**src/rtl/fp_int_acc_seq_pkg.sv**
```systemverilog
// ============================================================================
// Package     : fp_int_pkg
// Description : Shared defaults, FSM state encoding and accumulator limit
//               constants for the streaming FP-INT accumulator.
// Revision    : 1.0 - initial release
// ============================================================================
`default_nettype none

package fp_int_pkg;

    localparam int DEF_EXP_W  = 5;
    localparam int DEF_FRAC_W = 14;
    localparam int DEF_ACC_W  = 32;
    localparam int DEF_CNT_W  = 16;

    // Saturation limits for the default accumulator width
    localparam logic [DEF_ACC_W-1:0] ACC_MAX = {1'b0, {(DEF_ACC_W-1){1'b1}}};
    localparam logic [DEF_ACC_W-1:0] ACC_MIN = {1'b1, {(DEF_ACC_W-1){1'b0}}};

    typedef enum logic [1:0] {
        IDLE  = 2'd0,
        ACC   = 2'd1,
        FLUSH = 2'd2,
        DONE  = 2'd3
    } state_t;

endpackage

`default_nettype wire

```
**src/rtl/fp_int_acc_seq_if.sv**
```systemverilog
// ============================================================================
// Interface   : fp_int_acc_seq_if
// Description : Run configuration, term stream and result handshake of the
//               streaming FP-INT accumulator.
//               master : run controller / product source / result consumer
//               slave  : fp_int_acc_seq
// Revision    : 1.0 - initial release
// ============================================================================
`default_nettype none

interface fp_int_acc_seq_if
    import fp_int_pkg::*;
#(
    parameter int EXP_W  = DEF_EXP_W,
    parameter int FRAC_W = DEF_FRAC_W,
    parameter int ACC_W  = DEF_ACC_W,
    parameter int CNT_W  = DEF_CNT_W
);
    logic              start;
    logic [CNT_W-1:0]  cfg_len;
    logic [EXP_W-1:0]  exp_min;
    logic [ACC_W-1:0]  acc_init;
    logic              in_valid;
    logic              in_ready;
    logic              in_sign;
    logic [EXP_W-1:0]  in_exp;
    logic [FRAC_W-1:0] in_frac;
    logic              out_valid;
    logic              out_ready;
    logic [EXP_W-1:0]  out_exp;
    logic [ACC_W-1:0]  out_acc;
    logic              out_ovf;
    logic              out_unf;
    logic              busy;

    modport master (
        output start, cfg_len, exp_min, acc_init,
        output in_valid, in_sign, in_exp, in_frac, out_ready,
        input  in_ready, out_valid, out_exp, out_acc, out_ovf, out_unf, busy
    );

    modport slave (
        input  start, cfg_len, exp_min, acc_init,
        input  in_valid, in_sign, in_exp, in_frac, out_ready,
        output in_ready, out_valid, out_exp, out_acc, out_ovf, out_unf, busy
    );

endinterface

`default_nettype wire

```
**src/rtl/fp_int_acc_seq_align.sv**
```systemverilog
// ============================================================================
// Module      : fp_int_align
// Description : Combinational exponent-difference shifter. Aligns a term
//               magnitude to exp_min and applies its sign.
//   i_sign     : 1 = negate term
//   i_exp      : term exponent
//   i_exp_min  : alignment exponent
//   i_frac     : unsigned term magnitude
//   o_term     : signed ACC_W-bit aligned term
//   o_unf      : nonzero bits lost by right-shift alignment
//   o_ovf      : aligned magnitude exceeds the positive ACC_W range
// Config      : FP_INT_ACC_SAT_EN defined -> oversized term clamps,
//               otherwise it wraps modulo 2^ACC_W.
// Revision    : 1.0 - initial release
// ============================================================================
`default_nettype none

module fp_int_align #(
    parameter int EXP_W  = 5,
    parameter int FRAC_W = 14,
    parameter int ACC_W  = 32
) (
    input  wire logic              i_sign,
    input  wire logic [EXP_W-1:0]  i_exp,
    input  wire logic [EXP_W-1:0]  i_exp_min,
    input  wire logic [FRAC_W-1:0] i_frac,
    output logic      [ACC_W-1:0]  o_term,
    output logic                   o_unf,
    output logic                   o_ovf
);
    // Wide enough for the largest left shift and for the overflow test
    localparam int SHL_W = FRAC_W + (2**EXP_W) - 1;
    localparam int MAG_W = (SHL_W > ACC_W) ? SHL_W : ACC_W + 1;

    logic              w_left;
    logic [EXP_W-1:0]  w_shl;
    logic [EXP_W-1:0]  w_shr;
    logic [FRAC_W-1:0] w_frac_r;
    logic [MAG_W-1:0]  w_ext;
    logic [MAG_W-1:0]  w_mag;
    logic [ACC_W-1:0]  w_lo;
    logic [ACC_W-1:0]  w_signed;
    logic              w_big;

    assign w_left   = (i_exp >= i_exp_min);
    assign w_shl    = i_exp - i_exp_min;
    assign w_shr    = i_exp_min - i_exp;
    assign w_frac_r = i_frac >> w_shr;
    assign w_ext    = {{(MAG_W-FRAC_W){1'b0}}, i_frac};
    assign w_mag    = w_left ? (w_ext << w_shl) : {{(MAG_W-FRAC_W){1'b0}}, w_frac_r};

    // Shifting the truncated value back reveals whether any set bit fell off
    assign o_unf    = !w_left && ((w_frac_r << w_shr) != i_frac);

    // Magnitude >= 2^(ACC_W-1) cannot be held as a positive ACC_W value
    assign w_big    = |w_mag[MAG_W-1:ACC_W-1];
    assign o_ovf    = w_big;

    assign w_lo     = w_mag[ACC_W-1:0];
    assign w_signed = i_sign ? (~w_lo + 1'b1) : w_lo;

`ifdef FP_INT_ACC_SAT_EN
    localparam logic [ACC_W-1:0] SAT_MAX = {1'b0, {(ACC_W-1){1'b1}}};
    localparam logic [ACC_W-1:0] SAT_MIN = {1'b1, {(ACC_W-1){1'b0}}};
    assign o_term = w_big ? (i_sign ? SAT_MIN : SAT_MAX) : w_signed;
`else
    assign o_term = w_signed;
`endif

endmodule

`default_nettype wire

```
**src/rtl/fp_int_acc_seq.sv**
```systemverilog
// ============================================================================
// Module      : fp_int_acc_seq
// Description : Streaming FP-INT accumulator. A start pulse latches the run
//               length, exp_min and accumulator seed; each accepted term is
//               aligned (stage 1) and added into the accumulator (stage 2).
//               One result per run is offered on a valid/ready handshake.
//   clk, rst   : rising-edge clock, synchronous active-high reset
//   bus        : fp_int_acc_seq_if slave (config, term stream, result)
// Config      : FP_INT_ACC_SAT_EN defined -> saturating accumulation,
//               otherwise two's-complement wrap. ovf flags in both cases.
// Revision    : 1.0 - initial release
// ============================================================================
`default_nettype none

module fp_int_acc_seq
    import fp_int_pkg::*;
#(
    parameter int EXP_W  = DEF_EXP_W,
    parameter int FRAC_W = DEF_FRAC_W,
    parameter int ACC_W  = DEF_ACC_W,
    parameter int CNT_W  = DEF_CNT_W
) (
    input  wire logic     clk,
    input  wire logic     rst,
    fp_int_acc_seq_if.slave bus
);
    state_t            r_state;
    state_t            w_state_nxt;

    logic [CNT_W-1:0]  r_len;
    logic [CNT_W-1:0]  r_cnt;
    logic [EXP_W-1:0]  r_exp_min;
    logic [ACC_W-1:0]  r_acc;
    logic              r_ovf;
    logic              r_unf;

    logic              r_s1_valid;
    logic [ACC_W-1:0]  r_s1_term;
    logic              r_s1_ovf;
    logic              r_s1_unf;

    logic              w_start_ok;
    logic              w_take;
    logic              w_last;
    logic [CNT_W-1:0]  w_cnt_inc;
    logic [ACC_W-1:0]  w_term;
    logic              w_term_ovf;
    logic              w_term_unf;
    logic [ACC_W:0]    w_sum;
    logic              w_sum_ovf;
    logic [ACC_W-1:0]  w_acc_nxt;

    // A new run may start from DONE in the same cycle the result is taken
    assign w_start_ok = bus.start &&
                        ((r_state == IDLE) || ((r_state == DONE) && bus.out_ready));
    assign w_take     = bus.in_valid && (r_state == ACC);
    assign w_cnt_inc  = r_cnt + 1'b1;
    assign w_last     = w_take && (w_cnt_inc == r_len);

    fp_int_align #(
        .EXP_W  (EXP_W),
        .FRAC_W (FRAC_W),
        .ACC_W  (ACC_W)
    ) u_align (
        .i_sign    (bus.in_sign),
        .i_exp     (bus.in_exp),
        .i_exp_min (r_exp_min),
        .i_frac    (bus.in_frac),
        .o_term    (w_term),
        .o_unf     (w_term_unf),
        .o_ovf     (w_term_ovf)
    );

    // Stage 2 adds in ACC_W+1 bits; differing top two bits mean overflow
    assign w_sum     = {r_acc[ACC_W-1], r_acc} + {r_s1_term[ACC_W-1], r_s1_term};
    assign w_sum_ovf = w_sum[ACC_W] ^ w_sum[ACC_W-1];

`ifdef FP_INT_ACC_SAT_EN
    localparam logic [ACC_W-1:0] SAT_MAX = {1'b0, {(ACC_W-1){1'b1}}};
    localparam logic [ACC_W-1:0] SAT_MIN = {1'b1, {(ACC_W-1){1'b0}}};
    assign w_acc_nxt = w_sum_ovf ? (w_sum[ACC_W] ? SAT_MIN : SAT_MAX) : w_sum[ACC_W-1:0];
`else
    assign w_acc_nxt = w_sum[ACC_W-1:0];
`endif

    always_ff @(posedge clk) begin
        if (rst) begin
            r_state <= IDLE;
        end else begin
            r_state <= w_state_nxt;
        end
    end

    always_comb begin
        w_state_nxt = r_state;
        case (r_state)
            IDLE: begin
                if (w_start_ok) begin
                    w_state_nxt = (bus.cfg_len == '0) ? FLUSH : ACC;
                end
            end
            ACC: begin
                if (w_last) begin
                    w_state_nxt = FLUSH;
                end
            end
            FLUSH: begin
                if (!r_s1_valid) begin
                    w_state_nxt = DONE;
                end
            end
            DONE: begin
                if (bus.out_ready) begin
                    if (w_start_ok) begin
                        w_state_nxt = (bus.cfg_len == '0) ? FLUSH : ACC;
                    end else begin
                        w_state_nxt = IDLE;
                    end
                end
            end
            default: w_state_nxt = IDLE;
        endcase
    end

    always_ff @(posedge clk) begin
        if (rst) begin
            r_len      <= '0;
            r_cnt      <= '0;
            r_exp_min  <= '0;
            r_acc      <= '0;
            r_ovf      <= 1'b0;
            r_unf      <= 1'b0;
            r_s1_valid <= 1'b0;
            r_s1_term  <= '0;
            r_s1_ovf   <= 1'b0;
            r_s1_unf   <= 1'b0;
        end else begin
            r_s1_valid <= w_take;
            if (w_take) begin
                r_s1_term <= w_term;
                r_s1_ovf  <= w_term_ovf;
                r_s1_unf  <= w_term_unf;
                r_cnt     <= w_cnt_inc;
            end
            // Start only happens in IDLE/DONE, so stage 1 is empty then
            if (w_start_ok) begin
                r_len     <= bus.cfg_len;
                r_exp_min <= bus.exp_min;
                r_acc     <= bus.acc_init;
                r_ovf     <= 1'b0;
                r_unf     <= 1'b0;
                r_cnt     <= '0;
            end else if (r_s1_valid) begin
                r_acc <= w_acc_nxt;
                r_ovf <= r_ovf | r_s1_ovf | w_sum_ovf;
                r_unf <= r_unf | r_s1_unf;
            end
        end
    end

    assign bus.in_ready  = (r_state == ACC);
    assign bus.out_valid = (r_state == DONE);
    assign bus.busy      = (r_state != IDLE);
    assign bus.out_exp   = r_exp_min;
    assign bus.out_acc   = r_acc;
    assign bus.out_ovf   = r_ovf;
    assign bus.out_unf   = r_unf;

endmodule

`default_nettype wire

```
**src/flat_wrapper.sv**
```systemverilog
// flat-port wrapper written by rule: the top's interface ports become plain ports
module fp_int_acc_seq_flat import fp_int_pkg::*;
#(
    parameter int EXP_W  = DEF_EXP_W,
    parameter int FRAC_W = DEF_FRAC_W,
    parameter int ACC_W  = DEF_ACC_W,
    parameter int CNT_W  = DEF_CNT_W
)
  (clk, rst, bus_start, bus_cfg_len, bus_exp_min, bus_acc_init, bus_in_valid, bus_in_sign, bus_in_exp, bus_in_frac, bus_out_ready, bus_in_ready, bus_out_valid, bus_out_exp, bus_out_acc, bus_out_ovf, bus_out_unf, bus_busy);
  fp_int_acc_seq_if #(.EXP_W(EXP_W), .FRAC_W(FRAC_W), .ACC_W(ACC_W), .CNT_W(CNT_W)) bus_i ();
  input  wire logic clk;
  input  wire logic rst;
  input wire logic [$bits(bus_i.start)-1:0] bus_start;
  input wire logic [$bits(bus_i.cfg_len)-1:0] bus_cfg_len;
  input wire logic [$bits(bus_i.exp_min)-1:0] bus_exp_min;
  input wire logic [$bits(bus_i.acc_init)-1:0] bus_acc_init;
  input wire logic [$bits(bus_i.in_valid)-1:0] bus_in_valid;
  input wire logic [$bits(bus_i.in_sign)-1:0] bus_in_sign;
  input wire logic [$bits(bus_i.in_exp)-1:0] bus_in_exp;
  input wire logic [$bits(bus_i.in_frac)-1:0] bus_in_frac;
  input wire logic [$bits(bus_i.out_ready)-1:0] bus_out_ready;
  output wire logic [$bits(bus_i.in_ready)-1:0] bus_in_ready;
  output wire logic [$bits(bus_i.out_valid)-1:0] bus_out_valid;
  output wire logic [$bits(bus_i.out_exp)-1:0] bus_out_exp;
  output wire logic [$bits(bus_i.out_acc)-1:0] bus_out_acc;
  output wire logic [$bits(bus_i.out_ovf)-1:0] bus_out_ovf;
  output wire logic [$bits(bus_i.out_unf)-1:0] bus_out_unf;
  output wire logic [$bits(bus_i.busy)-1:0] bus_busy;
  assign bus_i.start = bus_start;
  assign bus_i.cfg_len = bus_cfg_len;
  assign bus_i.exp_min = bus_exp_min;
  assign bus_i.acc_init = bus_acc_init;
  assign bus_i.in_valid = bus_in_valid;
  assign bus_i.in_sign = bus_in_sign;
  assign bus_i.in_exp = bus_in_exp;
  assign bus_i.in_frac = bus_in_frac;
  assign bus_i.out_ready = bus_out_ready;
  assign bus_in_ready = bus_i.in_ready;
  assign bus_out_valid = bus_i.out_valid;
  assign bus_out_exp = bus_i.out_exp;
  assign bus_out_acc = bus_i.out_acc;
  assign bus_out_ovf = bus_i.out_ovf;
  assign bus_out_unf = bus_i.out_unf;
  assign bus_busy = bus_i.busy;
  fp_int_acc_seq #(.EXP_W(EXP_W), .FRAC_W(FRAC_W), .ACC_W(ACC_W), .CNT_W(CNT_W)) u_core (.clk(clk), .rst(rst), .bus(bus_i));
endmodule
```
**config.mk**
```make
export PLATFORM = sky130hd
export DESIGN_NAME = fp_int_acc_seq_flat
export DESIGN_NICKNAME = d
export VERILOG_FILES = /design/src/rtl/fp_int_acc_seq_pkg.sv /design/src/rtl/fp_int_acc_seq_if.sv /design/src/rtl/fp_int_acc_seq_align.sv /design/src/rtl/fp_int_acc_seq.sv /design/src/flat_wrapper.sv
export SDC_FILE = /design/constraint.sdc
export NUM_CORES = 1
export LEC_CHECK = 0
export BUFFER_PORTS_ARGS = -buffer_cell sky130_fd_sc_hd__buf_4
export CAP_MARGIN = 25
export CORE_MARGIN = 2
export CORE_UTILIZATION = 45
export DETAILED_ROUTE_END_ITERATION = 7
export PLACE_DENSITY = 0.72
export REMOVE_ABC_BUFFERS = 1
export SETUP_SLACK_MARGIN = 0.5
export SYNTH_ARGS = -nofsm -noshare
export SYNTH_HDL_FRONTEND = slang
export SYNTH_SLANG_ARGS = --single-unit
```
**constraint.sdc**
```tcl
create_clock -name clk -period 12 [get_ports clk]
set_clock_uncertainty 0.1 [all_clocks]
set_input_delay 2.4 -clock clk [delete_from_list [all_inputs] [get_ports clk]]
set_output_delay 2.4 -clock clk [all_outputs]
set_load 0.005 [all_outputs]
```
==> results_dict.tcl <==
set metrics [dict create \
    wire_per_inst_um 18.3 \
    cts_resized 0 \
    setup_ws_ps 4820 \
    post_cts_buffers 0 \
    die_w_um 154 \
    max_cap_violations 0 \
    hold_viol_final 0 \
    port_buffers 119 \
    status "completed" \
    p_sw_uw 717 \
    synth_seq_area_share_pct 21.3 \
    cts.sinks 108 \
    seqPwrFrac_pct 26.6 \
    fmax_ghz 0.139 \
    pwr-share-clk_pct 19.4 \
    worstMarginPinSlew_ps 1170 \
    die_h_um 154 \
    initial_utilization_pct 46.1 \
    maxSlewHeadroom_pct 19.8 \
    power_density_nw_per_um2 142 \
    worst_hold_slack_ps 356 \
    postRouteWirelength_mm 30.8 \
    fin_util_pct 52.2 \
    grt_pass1_vias 9603 \
    clk-insertion-delay-late_ps 360 \
    cp-end-kind "flip-flop" \
    hpwl_mm 23.2 \
    rsz0062_at_grt "no" \
    nFillCells 2147 \
    dp_slack_ps 4480 \
    synth-async-reset-ratio_pct 0 \
    cts-root-buf "clkbuf_16" \
    cp_max_fo 20 \
    die_area_um2 23700 \
    avgSynthCellArea_um2 7.61 \
    area_growth_pct 13.2 \
    finalNetCount 1520 \
    antenna_found_initial 0 \
    slew_viol_final 0 \
    finalSetupViolCount 0 \
    swShare_pct 44.1 \
    synth_cell_types 96 \
    synth_cells 1331 \
    globalRouteTotalUtil_pct 25.6 \
    yosys_register_bits 108 \
    h-tree-depth 3 \
    numCtsBuffers 9 \
    yosys_warnings 0 \
    grt_pass1_wl_mm 50.2 \
    via_per_inst 6.14 \
    ir_drop_uv 79.1 \
    critPathArrivalTime_ps 7370 \
    row_count 54 \
    tns_ps 0 \
    diodes 0 \
    vias 10300 \
    crit_path_start_kind "input pin" \
    worstSetupPathType "input pin to flip-flop" \
    cts_hold_buf 0 \
    drtIter0Drc 960 \
    path_clk_slew_ps 80 \
    postRouteAntennaNets 0 \
    synth_edf_count 0 \
    internal_power_uw 908 \
    syn_area_um2 10100 \
    core_area_um2 22000 \
    first_pass_iters 6 \
    pin_count 120 \
    route.detailed.drc 0 \
    drive_above_1_share_pct 15.5 \
    p_leak_uw 0.00456 \
    cts_tree "done" \
    place.gp.congestion 0.997 \
    clockBufferDepth 2 \
    min_period_ps 7180 \
    synth_flop_cell "dfxtp_1" \
    grt_max_degree 78 \
    period_share_pct 59.8 \
    hold_class "flip-flop to flip-flop" \
    p_comb_share_pct 54.0 \
    grt_overflow_total 0 \
    worstPathRequired_ps 12190 \
]
## through the flow
step | cell area, µm² | std cells | total power (µW)
3_3_place_gp | 11100 | 1663 | 1300
3_5_place_dp | 11200 | 1665 | 1300
2_1_floorplan | 9760 | 1248 | 1040
4_1_cts | 11500 | 1681 | 1620
5_1_grt | 11500 | 1681 | 1730
6_report | 11500 | 1681 | 1620
## metal layers
metal | up-vias | track usage (%) | wire (µm)
met5 | - | 0 | 0
met4 | 0 | 8.28 | 751
met3 | 49 | 2.79 | 2000
met2 | 399 | 42.0 | 14200
met1 | 4819 | 35.3 | 13900
li1 | 5051 | - | -
## power by group through the flow
stage / logic (µW) / clock network, µW / registers [µW]
final: 878 / 315 / 432
after global routing: 957 / 334 / 437
after CTS: 863 / 321 / 432
after detailed placement: 858 / 0 / 440
after global placement: 857 / 0 / 439
after floorplan: 609 / 0 / 430
## synthesized netlist by cell type, types with 5 or more instances
| cell | count | area share (%) |
|---|---|---|
| a211oi_1 | 33 | 2.4 |
| a21o_1 | 19 | 1.4 |
| a21oi_1 | 115 | 5.7 |
| a221oi_1 | 7 | 0.61 |
| a22oi_1 | 10 | 0.74 |
| a311oi_1 | 5 | 0.43 |
| a31oi_1 | 15 | 0.93 |
| and2_1 | 17 | 1.1 |
| and3_1 | 10 | 0.62 |
| buf_1 | 12 | 0.44 |
| buf_2 | 10 | 0.49 |
| clkbuf_1 | 57 | 2.1 |
| dfxtp_1 | 108 | 21 |
| ha_1 | 43 | 5.3 |
| inv_1 | 29 | 1.1 |
| mux2_2 | 10 | 1.1 |
| mux2_4 | 8 | 1.2 |
| mux2i_1 | 50 | 4.9 |
| mux4_2 | 18 | 4.0 |
| nand2_1 | 160 | 5.9 |
| nand2b_1 | 15 | 0.93 |
| nand3_1 | 37 | 1.8 |
| nand4_1 | 14 | 0.86 |
| nor2_1 | 134 | 5.0 |
| nor2b_1 | 5 | 0.31 |
| nor3_1 | 46 | 2.3 |
| nor4_1 | 20 | 1.2 |
| o211ai_1 | 12 | 0.89 |
| o21a_1 | 17 | 1.3 |
| o21ai_0 | 55 | 2.7 |
| o21ai_1 | 7 | 0.35 |
| o31ai_1 | 7 | 0.52 |
| o32ai_1 | 5 | 0.43 |
| o41ai_1 | 5 | 0.43 |
| or2_1 | 6 | 0.37 |
| or2_2 | 5 | 0.31 |
| or3_1 | 20 | 1.2 |
| or4_1 | 5 | 0.37 |
| xnor2_1 | 48 | 4.2 |
| xor2_1 | 32 | 2.8 |
## state kept, by name, summed over array words and instances, names as in the netlist
register,flops
u_core.bus.out_acc,32
u_core.r_s1_term,32
u_core.r_cnt,16
u_core.r_len,16
u_core.bus.out_exp,5
u_core.r_state,2
u_core.bus.out_ovf,1
u_core.bus.out_unf,1
u_core.r_s1_ovf,1
u_core.r_s1_unf,1
u_core.r_s1_valid,1
## cells by family (layout without fill, tap and decap cells)
logic type      count (synthesis)  in the layout  share of synthesized area (%)
simple gates                  515            515                           24.1
compound gates                379            379                           25.2
buf+inv                       113            183                           4.73
flops                         108            108                           21.3
mux                            89             89                           11.6
xor+xnor                       81             81                           7.19
fa+ha+maj                      46             46                           5.90
## cell usage in the layout, fill, tap and decap left out, drive strengths merged, types with 17 or more instances in the layout
cell type,n
buf,137
mux4,18
o21a,17
or3,20
a211oi,33
mux2,21
nor3,46
nor4,21
ha,43
a21oi,117
o21ai,62
nor2,134
xnor2,48
nand3,37
inv,30
a21o,19
nand2,163
mux2i,50
dfxtp,108
and2,18
xor2,33
## layout make-up
type / instances / area, µm² / area share (%)
Inverter: 30 / 113 / 0.982
Timing Repair Buffer: 137 / 1020 / 8.90
Clock inverter: 6 / 71.3 / 0.622
Clock buffer: 10 / 239 / 2.08
Sequential cell: 108 / 2160 / 18.9
Multi-Input combinational cell: 1110 / 7510 / 65.5
Tap cell: 280 / 350 / 3.06
## worst max-delay path, stage by stage
cell	delay, ps
buf_4	120
inv_1	40
ha_1	140
inv_1	50
fa_1	1000
inv_1	440
mux2i_1	440
or2_1	170
a21oi_2	50
or2_1	290
a311o_1	430
o31ai_4	410
or4b_1	680
or4_1	530
a31oi_1	170
## path summary, 6_finish.rpt
check	cells past startpoint	slack, ps	startpoint	to
max	15	4820	bus_in_exp[0]	u_core.r_s1_term[30]
min	2	360	u_core.bus.out_ovf	u_core.bus.out_ovf
max reg2reg	13	6590	u_core.bus.out_exp[0]	u_core.r_s1_term[30]
min reg2reg	2	360	u_core.bus.out_ovf	u_core.bus.out_ovf
Note: power is estimated with default switching activity, not from simulation.
